[src/rtl/mac_lane_feeder.sv]
// Sequences one MAC-lane job: clears the lane, streams vector pairs, waits out the lane latency, pulses done.
// Latency: beat on bus 1 cycle after handshake; done LANE_LAT cycles after last bus beat. Backpressure: in_ready only in STREAM.
module mac_lane_feeder #(
  parameter int IL       = 4,
  parameter int FL       = 16,
  parameter int LW       = 8,
  parameter int CLR_CYC  = 2,
  parameter int LANE_LAT = 8
) (
  input  logic                   clk,
  input  logic                   reset,
  input  logic                   cmd_valid,
  output logic                   cmd_ready,
  input  logic [LW-1:0]          cmd_len,
  input  logic                   cmd_mode,
  input  logic                   in_valid,
  output logic                   in_ready,
  input  logic [16*(IL+FL)-1:0]  in_i,
  input  logic [16*(IL+FL)-1:0]  in_w,
  output logic [16*(IL+FL)-1:0]  i_bus,
  output logic [16*(IL+FL)-1:0]  w_bus,
  output logic                   lane_clr,
  output logic                   lane_mode,
  output logic                   busy,
  output logic                   done
);

  localparam int VW = 16 * (IL + FL);
  localparam int CW = (CLR_CYC > 1) ? $clog2(CLR_CYC) : 1;
  localparam int DW = (LANE_LAT > 1) ? $clog2(LANE_LAT) : 1;

  localparam logic [CW-1:0] CLR_LOAD   = CW'(CLR_CYC - 1);
  localparam logic [DW-1:0] DRN_LOAD   = DW'(LANE_LAT - 1);
  // A zero-length job has no final bus beat, so its drain is one cycle shorter.
  localparam logic [DW-1:0] DRN_LOAD_Z = DW'((LANE_LAT > 1) ? LANE_LAT - 2 : 0);

  typedef enum logic [2:0] {
    S_IDLE,
    S_CLEAR,
    S_STREAM,
    S_DRAIN,
    S_DONE
  } state_t;

  state_t          state_q, state_d;
  logic [LW-1:0]   beat_q, beat_d;
  logic [CW-1:0]   clr_cnt_q, clr_cnt_d;
  logic [DW-1:0]   drn_cnt_q, drn_cnt_d;
  logic [VW-1:0]   i_bus_q, i_bus_d;
  logic [VW-1:0]   w_bus_q, w_bus_d;
  logic            lane_clr_q, lane_clr_d;
  logic            lane_mode_q, lane_mode_d;
  logic            busy_q, busy_d;
  logic            done_q, done_d;
  logic            beat_hs;

  assign cmd_ready = (state_q == S_IDLE);
  assign in_ready  = (state_q == S_STREAM);
  assign beat_hs   = in_valid && in_ready;

  always_ff @(posedge clk or negedge reset) begin
    if (!reset) begin
      state_q <= S_IDLE;
    end else begin
      state_q <= state_d;
    end
  end

  always_comb begin
    state_d   = state_q;
    beat_d    = beat_q;
    clr_cnt_d = clr_cnt_q;
    drn_cnt_d = drn_cnt_q;
    case (state_q)
      S_IDLE: begin
        if (cmd_valid) begin
          state_d   = S_CLEAR;
          beat_d    = cmd_len;
          clr_cnt_d = CLR_LOAD;
        end
      end
      S_CLEAR: begin
        if (clr_cnt_q != '0) begin
          clr_cnt_d = clr_cnt_q - 1'b1;
        end else if (beat_q != '0) begin
          state_d = S_STREAM;
        end else if (LANE_LAT > 1) begin
          state_d   = S_DRAIN;
          drn_cnt_d = DRN_LOAD_Z;
        end else begin
          state_d = S_DONE;
        end
      end
      S_STREAM: begin
        if (beat_hs) begin
          beat_d = beat_q - 1'b1;
          if (beat_q == LW'(1)) begin
            state_d   = S_DRAIN;
            drn_cnt_d = DRN_LOAD;
          end
        end
      end
      S_DRAIN: begin
        if (drn_cnt_q != '0) begin
          drn_cnt_d = drn_cnt_q - 1'b1;
        end else begin
          state_d = S_DONE;
        end
      end
      S_DONE:  state_d = S_IDLE;
      default: state_d = S_IDLE;
    endcase
  end

  // Registered outputs decode the next state so they line up with the state they describe.
  always_comb begin
    lane_clr_d  = (state_d == S_CLEAR);
    busy_d      = (state_d != S_IDLE);
    done_d      = (state_d == S_DONE);
    lane_mode_d = lane_mode_q;
    if ((state_q == S_IDLE) && cmd_valid) begin
      lane_mode_d = cmd_mode;
    end
    i_bus_d = '0;
    w_bus_d = '0;
    if (beat_hs) begin
      i_bus_d = in_i;
      w_bus_d = in_w;
    end
  end

  always_ff @(posedge clk or negedge reset) begin
    if (!reset) begin
      beat_q      <= '0;
      clr_cnt_q   <= '0;
      drn_cnt_q   <= '0;
      i_bus_q     <= '0;
      w_bus_q     <= '0;
      lane_clr_q  <= 1'b1;
      lane_mode_q <= 1'b0;
      busy_q      <= 1'b0;
      done_q      <= 1'b0;
    end else begin
      beat_q      <= beat_d;
      clr_cnt_q   <= clr_cnt_d;
      drn_cnt_q   <= drn_cnt_d;
      i_bus_q     <= i_bus_d;
      w_bus_q     <= w_bus_d;
      lane_clr_q  <= lane_clr_d;
      lane_mode_q <= lane_mode_d;
      busy_q      <= busy_d;
      done_q      <= done_d;
    end
  end

  assign i_bus     = i_bus_q;
  assign w_bus     = w_bus_q;
  assign lane_clr  = lane_clr_q;
  assign lane_mode = lane_mode_q;
  assign busy      = busy_q;
  assign done      = done_q;

endmodule

[config.mk]
export PLATFORM = sky130hd
export DESIGN_NAME = mac_lane_feeder
export DESIGN_NICKNAME = d
export VERILOG_FILES = /design/src/rtl/mac_lane_feeder.sv
export SDC_FILE = /design/constraint.sdc
export NUM_CORES = 1
export LEC_CHECK = 0
export ABC_AREA = 1
export BUFFER_PORTS_ARGS = -buffer_cell sky130_fd_sc_hd__buf_2
export CAP_MARGIN = 10
export CORE_AREA = 2 2 508 510
export CTS_BUF_LIST = sky130_fd_sc_hd__clkbuf_4 sky130_fd_sc_hd__clkbuf_8
export DETAILED_ROUTE_END_ITERATION = 10
export DIE_AREA = 0 0 510 512
export SYNTH_ARGS = -nofsm -noshare
export SYNTH_HDL_FRONTEND = slang
export SYNTH_SLANG_ARGS = --single-unit
[constraint.sdc]
create_clock -name clk -period 1.8 [get_ports clk]
set_input_delay 0.36 -clock clk [delete_from_list [all_inputs] [get_ports clk]]
set_output_delay 0.36 -clock clk [all_outputs]
set_load 0.01 [all_outputs]
## Word-level counts from Yosys, hierarchy flattened

Index checks and enable logic that the tools add are counted.

- Word-level logic and storage cells: 58
- Register bits: 659
- Bits of input ports: 653
- Output and inout bits: 646

- Add/subtract/negate cells: 3
- Eq/ne operators: 12
- Reduce and logical (&&, ||, !) cells: 12
- Multiplexer cells: 21

Operator list:

| kind | number |
|---|---|
| $mux W320 | 2 |
| $mux W3 | 10 |
| $mux W8 | 2 |
| $pmux W8 S2 | 1 |
| $pmux W3 S4 | 1 |
| $pmux W3 S3 | 1 |
| $reduce_bool A3 Y1 | 3 |
| $eq A8 B1 Y1 const B | 1 |
| $ne A2 B2 Y1 const B | 4 |
| $reduce_bool A8 Y1 | 1 |
| $sub A8 B1 Y8 const B | 1 |
| $eq A3 B1 Y1 const B | 2 |
| $eq A3 B2 Y1 const B | 2 |
| $reduce_and A6 Y1 | 1 |
| $ne A2 B1 Y1 const B | 2 |
| $reduce_bool A2 Y1 | 2 |
| $eq A3 B3 Y1 const B | 1 |
| $logic_not A3 Y1 | 1 |
| $mux W1 | 3 |
| $reduce_and A3 Y1 | 1 |
| $sub A3 B1 Y3 const B | 1 |
| $logic_and A1 B1 Y1 | 2 |
| $pmux W1 S2 | 1 |
| $reduce_and A2 Y1 | 1 |
| $sub A1 B1 Y1 const B | 1 |

## Logic depth before layout (Yosys ltp)

- Depth after elaboration: 5
- Depth in mapped cells: 10
- Gate-level depth less buffers: 10

## Least setup slack after synthesis

Ideal clock, no wire load.

- Path kind: register to register
- Start: register state_q[1]
- End: register beat_q[2]
- Buffers on the path: 2
- Cell stages (with the launch flop): 9
- Setup time: 127 ps
- Data required time: 1673 ps
- Setup slack: 365 ps
- Arrival time: 1308 ps
- Clock period less this slack: 1435 ps
- Path through: dfrtp_1 -> clkbuf_2 -> nor3_2 -> nand2_1 -> nand2_1 -> buf_4 -> o21ai_0 -> nand2_1 -> o21ai_0

- Elaborated cells on any way between the ends: 8
- Those cells by class: 3 x eq/ne; 1 x mux; 4 x reduce/logical

RTL lines:

| item | line | text |
|---|---|---|
| start: declaration | 45 | `state_t state_q, state_d;` |
| start signal: assignment | 65 | `state_q <= state_d;` |
| $logic_not A3 Y1 * | - |  |
| named net cmd_ready | 13 | `output logic cmd_ready,` |
| $ne A2 B2 Y1 (no line) / $reduce_bool A2 Y1 (equally long branches) | - |  |
| $reduce_and A3 Y1 (no line) | - |  |
| end signal: assignment | 144 | `beat_q <= beat_d;` |
| end: declaration | 46 | `logic [LW-1:0] beat_q, beat_d;` |

Mark *: on every way through the listed nets, which the timed path passes. The rest lies on a longest branch.
A chain may end at the register's enable or synchronous reset.

## Final worst setup path

- Start: register state_q[2]
- End: output port cmd_ready

- Word-level cells in the longest chain between the ends: 1

Ends and longest elaborated chain:

| item | line | text |
|---|---|---|
| $logic_not A3 Y1 | 57 | `assign cmd_ready = (state_q == S_IDLE);` |
| end: declaration | 13 |  |

No other way between the ends.

==> results.sh <==
export IMPL_outcome="finished with violations"
export IMPL_violations="negative setup slack"
export IMPL_place_congestion=0.892
export IMPL_cp_slowest_cell="dfrtp_1"
export IMPL_std_cell_rows=186
export IMPL_whs_ns=0.229
export IMPL_mostFrequentLayoutCell="buf_2"
export IMPL_critical_path_max_stage_delay_ns=0.42
export IMPL_syn_inst=2157
export IMPL_fillers=27400
export IMPL_ant_nets=0
export IMPL_grt_max_degree=55
export IMPL_rsz0062_at_grt="true"
export IMPL_cts_root_buf="clkbuf_8"
export IMPL_path_buf_inv=2
export IMPL_fin_crit_ns=2.17
export IMPL_nets=5021
export IMPL_sw_frac_of_total_pct=35.5
export IMPL_hold_viol=0
export IMPL_p_switching_mw=20.5
export IMPL_clock_path_buffers=4
export IMPL_dieArea_mm2=0.261
export IMPL_core_mm2=0.256
export IMPL_grt_usage_pct=11.4
export IMPL_seq_area_frac_synth_pct=59.2
export IMPL_drc=0
export IMPL_setup_violations=373
export IMPL_setup_slack_ns=-0.366
export IMPL_synth_seq_cells=659
export IMPL_drv_cap=0
export IMPL_powerDensity_mw_per_mm2=1110
export IMPL_portBuffers=1298
export IMPL_tightestPinTransition_ns=0.657
export IMPL_ys_types=24
export IMPL_peakVddDrop_v=0.000962
export IMPL_path_cells="buf_4 > nor3_4 > buf_2"
export IMPL_p_seq_share_pct=32.3
export IMPL_syn_area_per_cell_um2=12.9
export IMPL_end_kind="primary output"
export IMPL_fin_util_pct=20.3
export IMPL_power_mw=57.8
export IMPL_hold_path_class="in -> async"
export IMPL_drt_total_wl_um=161000
export IMPL_die_x_um=510
export IMPL_htree_levels=4
export IMPL_overflow=0
export IMPL_cellLeakagePower_nw=26.4
export IMPL_cts_sinks=659
export IMPL_layout_common_cells="954 x buf_2, 660 x inv_1, 656 x dfrtp_1, 654 x dlygate4sd3_1, 609 x nor2_4"
export IMPL_die_h_um=512
export IMPL_start_util_pct=10.9
export IMPL_worstPathRequired_ns=1.44
export IMPL_grt_pass1_vias=24900
export IMPL_cts_tree="built"
export IMPL_synth_top_area_cell="dfrtp_1"
export IMPL_yosysWarnings=0
export IMPL_crit_family="flip-flops"
export IMPL_vias=23100
export IMPL_internal_power_mw=37.3
export IMPL_synthesis_nets=2815
export IMPL_critPathArrivalTime_ns=1.81
export IMPL_numCtsBuffers=141
export IMPL_combPwrFrac_pct=37.6
export IMPL_cp_max_fo=3
export IMPL_crit_path_start_kind="flip-flop"
export IMPL_clk_latency_ns=0.87
export IMPL_clkPwrFrac_pct=30.1
export IMPL_dp_hpwl_um=126000
export IMPL_io_pins=1299
export IMPL_max_slew_margin_rel_pct=56.2
export IMPL_drtIter0Drc=926
export IMPL_post_drt_wl_per_cell_um=20.4
export IMPL_vias_per_cell=2.93
export IMPL_antenna_found_initial=143
export IMPL_netlist_area_leader_share_pct=59.2
export IMPL_path_clk_slew_ns=0.07
export IMPL_drive_gt1_share_pct=52.5
export IMPL_path_class="reg -> out"
export IMPL_max_freq_mhz=462
export IMPL_detailedRoute_firstPassIterationCount=4
export IMPL_grt_pass1_wl_um=204000
export IMPL_drv_slew=0
export IMPL_syn_to_final_growth_pct=86.8
export IMPL_fin_crit_sh_pct=120
export IMPL_finClkSkew_ns=0.0697
export IMPL_synth_area_leaders="dfrtp_1 59%, nor2_4 24%, inv_1 8.9%, buf_12 4.7%, nor2_1 0.82%"
export IMPL_syn_area_mm2=0.0278
kinds of logic after synthesis:
| group | after synthesis | synth area share [%] |
|---|---|---|
| buf+inv | 736 | 13.9 |
| xor+xnor | 1 | 0.0315 |
| compound gates | 19 | 0.351 |
| simple gates | 737 | 26.3 |
| flops | 659 | 59.2 |
| fa+ha+maj | 5 | 0.225 |
cell usage after synthesis, drive strengths merged:
library cell	n
a21oi	2
buf	74
clkbuf	1
dfrtp	658
dfstp	1
ha	5
inv	661
nand2	58
nand3	9
nand3b	2
nand4	4
nor2	662
nor3	1
o211ai	1
o21ai	16
or2	1
xnor2	1
power groups by stage:
stage               registers (mW)  logic [mW]  clock network (mW)
floorplan                     19.7        8.56                   0
global placement              18.5        15.9                   0
detailed placement            18.5        16.0                   0
CTS                           18.6        19.0                18.2
global route                  18.9        23.3                18.8
finish                        18.7        21.7                17.4
area by class of cell:
cell class                 instances  area (um^2)  area share, %
antenna                           52          130          0.250
clock buffer                     199         2500           4.81
clock inverter                    32          392          0.753
inverter                         661         2480           4.78
multi-input combinational        763         7630           14.7
sequential                       659        16500           31.7
tap                             3384         4230           8.14
timing repair buffer            2137        18100           34.9
final timing paths:
path	depth (start not counted)	endpoint	startpoint	slack [ns]
min	3	state_q[2]	reset	0.23
max	3	cmd_ready	state_q[2]	-0.37
min in group clk	4	i_bus[319]	in_i[319]	0.27
min reg2reg	2	drn_cnt_q[1]	drn_cnt_q[1]	0.47
max in group asynchronous	3	w_bus[162]	reset	0.71
max reg2reg	11	i_bus[105]	state_q[2]	-0.20
per-layer routing:
layer | vias to the layer above | GRT usage (%) | routed length (um)
li1 | 10400 | - | -
met1 | 11000 | 11.8 | 57500
met2 | 1257 | 18.6 | 73800
met3 | 415 | 6.87 | 21400
met4 | 84 | 5.04 | 7760
met5 | - | 0 | 544
registers in the layout, indices dropped and copies added, names as in the netlist, 3 cells and up:
register,cells
beat_q,8
i_bus,320
state_q,3
drn_cnt_q,3
w_bus,320
worst register-to-register path: stages (launching register included):
cell and delay [ns]:
dfrtp_1 0.42, nor2_4 0.15, nand2_4 0.07, inv_4 0.07
buf_6 0.09, buf_8 0.13, nand2_8 0.10, buf_16 0.21
buf_16 0.22, buf_12 0.15, clkbuf_16 0.22, nor2_4 0.08
through the flow:
stage | cell area, um^2 | setup TNS, ns | instances | setup WS, ns
final | 52000 | -25.25 | 7887 | -0.366
after floorplan | 27800 | 0 | 2157 | 0.365
after detailed placement | 38500 | 0 | 6872 | 0.0787
after CTS | 50000 | -46.89 | 7764 | -0.494
after global placement | 38500 | 0 | 6872 | 0.0902
after global routing | 52000 | -82.47 | 7875 | -0.489
timing repair:
item,4_1_cts,5_1_grt
hold buffers,657,0
setup endpoints to repair,642,1077
setup buffers,5,47
hold endpoints to repair,1314,0
gates resized for setup,575,157
gates cloned,0,30
pin swaps,2,3
Power figures use the tool's default switching activity.
